$ cat config.mk
export PLATFORM = sky130hd
export DESIGN_NAME = ff_stream_monitor
export DESIGN_NICKNAME = d
export VERILOG_FILES = /design/src/rtl/ff_stream_monitor_pkg.sv /design/src/rtl/ff_stream_monitor_sat_counter.sv /design/src/rtl/ff_stream_monitor.sv
export SDC_FILE = /design/constraint.sdc
export NUM_CORES = 1
export LEC_CHECK = 0
export ABC_CLOCK_PERIOD_IN_PS = 1810
export BUFFER_PORTS_ARGS = -buffer_cell sky130_fd_sc_hd__buf_4
export CAP_MARGIN = 10
export CORE_ASPECT_RATIO = 1.5
export CORE_MARGIN = 4
export CORE_UTILIZATION = 40
export DETAILED_ROUTE_END_ITERATION = 12
export PLACE_DENSITY = 0.71
export RECOVER_POWER = 50
export SLEW_MARGIN = 15
export SYNTH_ARGS = -nofsm -noshare
export SYNTH_HDL_FRONTEND = slang
export SYNTH_SLANG_ARGS = --single-unit
$ cat constraint.sdc
create_clock -name clk -period 1.81 [get_ports clk]
set_clock_uncertainty 0.2 [all_clocks]
set_input_delay 0.0905 -clock clk [delete_from_list [all_inputs] [get_ports clk]]
set_output_delay 0.0905 -clock clk [all_outputs]
set_load 0.01 [all_outputs]
$ cat src/rtl/ff_stream_monitor_pkg.sv
// Shared constants for the op0 stream monitor: tag, pattern FSM encoding and reference pattern.
package ff_stream_monitor_pkg;

    localparam logic [19:0] ID_NUM  = 20'h66165;
    localparam logic [3:0]  PATTERN = 4'b1011;

    typedef enum logic [1:0] {
        S0   = 2'd0,
        S1   = 2'd1,
        S10  = 2'd2,
        S101 = 2'd3
    } pat_state_e;

endpackage

$ cat src/rtl/ff_stream_monitor_sat_counter.sv
// Up-counter that stops at MAX instead of wrapping; sat flags the stopped value.
module sat_counter #(
    parameter int unsigned W   = 8,
    parameter logic [W-1:0] MAX = '1
) (
    input  logic         clk,
    input  logic         clear0,
    input  logic         inc,
    output logic [W-1:0] count,
    output logic         sat
);

    logic [W-1:0] count_q;

    always_ff @(posedge clk or negedge clear0) begin
        if (!clear0) begin
            count_q <= '0;
        end else if (inc && (count_q != MAX)) begin
            count_q <= count_q + W'(1);
        end
    end

    assign count = count_q;
    assign sat   = (count_q == MAX);

endmodule

$ cat src/rtl/ff_stream_monitor.sv
// Samples the upstream op0 bitstream on enabled edges and reports history, edges and 1011 matches.
module ff_stream_monitor
    import ff_stream_monitor_pkg::*;
#(
    parameter int unsigned WIDTH = 8,
    parameter int unsigned CNT_W = 8
) (
    input  logic             clk,
    input  logic             clear0,
    input  logic             din,
    input  logic             en,
    output logic [WIDTH-1:0] shift_q,
    output logic             fill_valid,
    output logic             rise_pulse,
    output logic             match,
    output logic [CNT_W-1:0] match_count,
    output logic             count_sat,
    output logic [19:0]      id_num
);

    localparam int unsigned FILL_W = $clog2(WIDTH + 1);

    pat_state_e       state_q;
    logic [WIDTH-1:0] shift_r_q;
    logic [FILL_W-1:0] fill_q;
    logic             fill_valid_q;
    logic             prev_q;
    logic             rise_q;
    logic             match_q;
    logic             match_hit;

    // A sample completing 1011 is a 1 arriving while the FSM sits in S101.
    assign match_hit = en && (state_q == S101) && din;

    always_ff @(posedge clk or negedge clear0) begin
        if (!clear0) begin
            state_q      <= S0;
            shift_r_q    <= '0;
            fill_q       <= '0;
            fill_valid_q <= 1'b0;
            prev_q       <= 1'b0;
            rise_q       <= 1'b0;
            match_q      <= 1'b0;
        end else begin
            rise_q  <= 1'b0;
            match_q <= 1'b0;
            if (en) begin
                shift_r_q <= {shift_r_q[WIDTH-2:0], din};
                prev_q    <= din;
                rise_q    <= din & ~prev_q;
                match_q   <= match_hit;
                if (!fill_valid_q) begin
                    fill_q       <= fill_q + FILL_W'(1);
                    fill_valid_q <= (fill_q == FILL_W'(WIDTH - 1));
                end
                unique case (state_q)
                    S0:      state_q <= din ? S1   : S0;
                    S1:      state_q <= din ? S1   : S10;
                    S10:     state_q <= din ? S101 : S0;
                    S101:    state_q <= din ? S1   : S10;
                    default: state_q <= S0;
                endcase
            end
        end
    end

    sat_counter #(
        .W  (CNT_W),
        .MAX({CNT_W{1'b1}})
    ) u_match_cnt (
        .clk   (clk),
        .clear0(clear0),
        .inc   (match_hit),
        .count (match_count),
        .sat   (count_sat)
    );

    assign shift_q    = shift_r_q;
    assign fill_valid = fill_valid_q;
    assign rise_pulse = rise_q;
    assign match      = match_q;
    assign id_num     = ID_NUM;

endmodule

== Word level (Yosys, flattened, before mapping) ==
Cells that the tools add are included.

* Add/sub/neg operators: 2
* Equal/unequal tests: 6
* Multiplexer cells: 7
* Bitwise operators: 3
* Reduce and logical (&&, ||, !) cells: 6

{| class="wikitable"
|+ Operators by type and width
! cell !! number
|-
| $add A8 B1 Y8 const B || 1
|-
| $eq A8 B8 Y1 const B || 1
|-
| $ne A8 B8 Y1 const B || 1
|-
| $pmux W2 S3 || 1
|-
| $add A4 B1 Y4 const B || 1
|-
| $eq A2 B2 Y1 const B || 2
|-
| $eq A4 B3 Y1 const B || 1
|-
| $mux W1 || 4
|-
| $mux W2 || 2
|-
| $logic_and A1 B1 Y1 || 3
|-
| $eq A2 B1 Y1 const B || 1
|-
| $logic_not A2 Y1 || 1
|-
| $not A1 Y1 || 2
|-
| $reduce_and A2 Y1 || 1
|-
| $reduce_or A2 Y1 || 1
|-
| $and A1 B1 Y1 || 1
|}

* Register bits: 26
* Bits of input ports: 4
* Output and inout port bits: 40
* Word-level logic and storage cells: 32

== Longest topological paths before layout ==
* Word-level depth: 4
* Gate-level depth with buffers: 4
* Mapped depth without buffers: 4

== Cells and area by module ==
Synthesis repeated with hierarchy kept, for this count alone.

* Cells, all modules: 108
* Area total of the unflattened synthesis: 1231.2 um2

{| class="wikitable"
|+ By module, submodules not included
! module !! times used !! cells an instance !! area each (um2) !! seq. area each (um2)
|-
| ff_stream_monitor || 1 || 71 || 819.5 || 425.4
|-
| sat_counter || 1 || 37 || 411.6 || 200.2
|}

== Worst setup path after synthesis ==
Ideal clock, no wire load.

* Path type: register to register
* Start point: register u_match_cnt.count_q[0], in the netlist u_match_cnt.count[0]
* End point: register u_match_cnt.count_q[1], in the netlist u_match_cnt.count[1]
* Setup time: 0.125 ns
* Arrival: 1.386 ns
* Data required time: 1.485 ns
* Setup slack: 0.100 ns
* Cell stages (with the launch flop): 5
* Buffers on the path: 0
* Period minus slack after synthesis: 1.710 ns
* Path through: dfrtp_1 ha_1 nand3_1 o21ai_0 mux2_2

* Word-level cells in the longest chain between the ends: 2
* Elaborated cells between the ends (all ways): 3
* Classes of those cells: 1 x add/sub; 1 x eq/ne; 1 x reduce/logical

{| class="wikitable"
|+ RTL lines
! what !! RTL line !! text
|-
| start, declared || ff_stream_monitor_sat_counter.sv:13 || <nowiki>logic [W-1:0] count_q;</nowiki>
|-
| start signal, assigned || ff_stream_monitor_sat_counter.sv:19 || <nowiki>count_q <= count_q + W'(1);</nowiki>
|-
| parallel branches: the longest is 2 deep, another holds $add A8 B1 Y8 || n/a ||
|}

Several ways; the timed one is not identified.
A chain may end at the register's enable or synchronous reset.

== Worst setup path after layout ==
* Start point: register u_match_cnt.count_q[0], in the netlist u_match_cnt.count[0]
* End point: register u_match_cnt.count_q[6], in the netlist u_match_cnt.count[6]

The elaborated chain is that of the path after synthesis.

==> metrics.log <==
[metrics] count of clock tree sinks: 25
[metrics] Critical Path, Cell by Cell: ha_2 -> inv_1 -> or4_1 -> mux2i_1
[metrics] DRC errors left: 0
[metrics] Synth area leaders: dfrtp_1 (51%), buf_4 (13%), mux2_2 (9.2%)
[metrics] time the final worst path needs with I/O delays and setup: 1700 ps
[metrics] CTS Buffer Depth: 2
[metrics] via count of the first global-routing pass: 818
[metrics] largest incremental delay on the critical path: 540 ps
[metrics] worst-case hold slack: 145 ps
[metrics] aggregate routed wire length: 2100 µm
[metrics] kind of start point of the critical path: flip-flop
[metrics] met2 global-route usage: 0.215
[metrics] final hold vios: 0
[metrics] Inserted Clock Buffers: 3
[metrics] kind of critical path: flip-flop to flip-flop
[metrics] category of the worst setup path capture point: flip-flop
[metrics] Post-Route Utilization: 0.487
[metrics] arrival time at the worst endpoint: 1650 ps
[metrics] setup repair after global routing missed its margin: false
[metrics] count of pins over their slew limit: 0
[metrics] Ys Warns: 0
[metrics] layer with the highest usage after global routing: met2
[metrics] IR drop worst, VDD: 0.000680 V
[metrics] final standard cell area without fillers: 0.00142 mm²
[metrics] count of antenna-violating nets left after detailed routing: 0
[metrics] final HPWL from detailed placement: 1620 µm
[metrics] RR Startpoint: u_match_cnt.count[0]
[metrics] static leakage: 0.697 nW
[metrics] maximum number of pins on one net before global-route repair: 26
[metrics] clock-pin transition on the worst setup and hold timing paths: 80 ps
[metrics] placeable core area: 0.00291 mm²
[metrics] Worst Path Buf+Inv: 1
[metrics] height of the die: 75.8 µm
[metrics] I/O Buffers: 23
[metrics] initial DRC count: 22
[metrics] cell internal power dissipation: 1.06 mW
[metrics] fill cell total of the finished layout: 270
[metrics] sum of negative setup slack: 0 ps
[metrics] pre-CTS WS: 67.2 ps
[metrics] transition time at the pin with the least slew margin: 586 ps
[metrics] capture point of the worst reg-to-reg path: u_match_cnt.count[6]
[metrics] area of placed instances: 0.00136 mm²
[metrics] Slowest-stage cell, CP: or4_1
[metrics] register area: 626 µm²
[metrics] total number of vias: 822
[metrics] Gate power share: 0.261
[metrics] Layout Nets: 143
[metrics] first-pass GRT wire length: 3470 µm
[metrics] die area: 0.00403 mm²
[metrics] area added between synthesis and finish: 15.8%
[metrics] power density relative to cell area: 1080 mW/mm²
[metrics] Crit path required time: 1770 ps
[metrics] met3 usage in global routing: 0.0274
[metrics] Synth area leader: dfrtp_1
[metrics] Netlist cell types: 26
[metrics] worst reg2reg path depth: 4
[metrics] post-synthesis cell count: 108
[metrics] horizontal die dimension: 53.2 µm
[metrics] Multi-input gate area: 482 µm²
[metrics] Antenna Diode Count: 0
[metrics] Clk Tree Root Cell: clkbuf_8
[metrics] final setup fails: 0
[metrics] TritonCTS clock tree: built
[metrics] insertion delay to the later sink of the worst-skew pair: 260 ps
[metrics] termination of the worst setup path: u_match_cnt.count[6]
[metrics] reported max-cap violation count: 0
[metrics] Hold WC Path Type: primary input to async pin
[metrics] fraction of power consumed by sequential logic: 0.528
[metrics] FF-to-FF setup slack: 110 ps
[metrics] result of the run: finished, final reports clean
[metrics] cell area after technology mapping: 0.00122 mm²
[metrics] CP startpoint: u_match_cnt.count[0]
[metrics] net switching power: 481 µW
[metrics] portion of total power attributed to the clock network: 0.211
[metrics] effective utilization at floorplan: 0.421
[metrics] Final WS setup: 113 ps
[metrics] relative slew slack: 0.610
[metrics] Synth top area share: 0.511
[metrics] family with the most delay on the worst path: simple AND/OR/NAND/NOR gates
[metrics] Seq/Total Area, Yosys: 0.511
[metrics] fraction of layout cells with a size suffix above 1: 0.235
[metrics] antenna violations before repair: 0
[metrics] RePlAce Congestion: 0.789
[metrics] level count of the clock H-tree: 1
[metrics] detail-routed via count per cell: 4.70
[metrics] Stages on worst setup path: 4
[metrics] remaining global-route overflow: 0
[metrics] maximum achievable frequency: 0.589 GHz
[metrics] Sw Ratio: 0.313
[metrics] met1 usage in global routing: 0.121
[metrics] Wirelength per Cell: 12.0 µm
[metrics] Total Routing Usage GR: 0.115
[metrics] number of detailed-route iterations in the first pass: 4
[metrics] Period Utilization, post-route: 0.938
[metrics] maximum fanout encountered on the critical timing path: 5
[metrics] number of cell rows: 24
[metrics] Avg Inst Size Synth: 11.3 µm²
[metrics] Ports: 44
[metrics] number of synthesized register bits: 25
[registers in the layout (all words and copies together) (netlist names)]
signal and cells:
shift_q 8, match 1, rise_pulse 1, u_match_cnt.count 8, fill_valid 1, fill_q 4
state_q 2
[cells by family (layout without fill, tap and decap cells)]
kind of cell               after synthesis  in the layout  share of synthesized area
AOI/OAI and AO/OA                       12             12                     0.0623
xor gates and xnor gates                 7              7                     0.0501
adders and majority gates                2              2                     0.0204
buffers and inverters                   29             39                      0.153
DFF                                     25             25                      0.511
muxes                                   11             11                      0.100
other                                    2             20                    0.00613
and+or+nand+nor                         20             20                     0.0970
[cell usage after synthesis]
cell type	n
nor4_1	1
xor2_1	4
clkbuf_1	1
inv_1	7
mux2_2	10
xnor2_1	3
nand4_1	2
and4_1	1
nor3_1	1
and3_1	1
nor2_1	3
o21ai_0	5
nand3_1	3
or4_1	1
ha_1	2
nor2b_1	1
a41o_1	1
mux2i_1	1
nand2_1	5
conb_1	2
o2bb2ai_1	1
dfrtp_1	25
nand4_4	1
a211oi_1	3
a21oi_1	2
buf_4	21
[layout by cell type, fill, tap and decap left out]
cell type,count
clkbuf_1,8
nor4_1,1
nand4_1,2
nand3_1,3
nor3_1,1
a21oi_1,2
clkbuf_2,1
nor2b_1,1
o21ai_0,4
buf_4,16
dfrtp_1,25
inv_1,7
dlygate4sd3_1,4
and4_1,1
ha_1,1
nor2_1,3
mux2i_1,1
nand2_1,5
xor2_1,4
and3_1,1
xnor2_1,3
ha_2,1
nand4_4,1
conb_1,20
mux2_2,10
o2bb2ai_1,1
a41o_1,1
clkbuf_8,3
a211oi_1,3
o21ai_1,1
or4_1,1
[how the worst min path moves through the flow]
stage          startpoint  cells past startpoint  slack (ps)          to
6_report           clear0                      2         140   fill_q[0]
5_1_grt            clear0                      2         220  shift_q[5]
4_1_cts            clear0                      2          50  fill_valid
3_5_place_dp       clear0                      1        -190  fill_valid
3_3_place_gp       clear0                      1        -190  shift_q[7]
2_1_floorplan      clear0                      0        -410   fill_q[0]
[layout make-up]
class	count	area share
Clock buffer	4	0.0317
Inverter	7	0.0185
Multi-Input combinational cell	72	0.340
Sequential cell	25	0.441
Tap cell	39	0.0344
Timing Repair Buffer	28	0.135
[repair_timing]
action                                 4_1_cts  5_1_grt
setup endpoints to repair                    0        2
buffers inserted                             0        0
endpoints found under the hold margin       30        0
hold buffers                                 4        0
resized for setup                            0        2
[stage by stage]
| stage | cells | power [mW] |
|---|---|---|
| floorplan | 126 | 1.07 |
| global placement | 167 | 1.22 |
| detailed placement | 167 | 1.25 |
| CTS | 175 | 1.58 |
| global route | 175 | 1.64 |
| finish | 175 | 1.54 |
[power groups by stage]
stage               Combinational [mW]  Sequential (mW)  Clock, mW
global placement                 0.406            0.813          0
floorplan                        0.230            0.838          0
global route                     0.451            0.833      0.357
finish                           0.401            0.812      0.325
detailed placement               0.425            0.823          0
CTS                              0.435            0.813      0.335
[metal layers]
metal  part of all wire  wire, µm
met1               0.38       792
met2               0.52      1090
met3              0.090       189
met4              0.013        28
met5                  0         0
(Power assumes the default switching activity.)
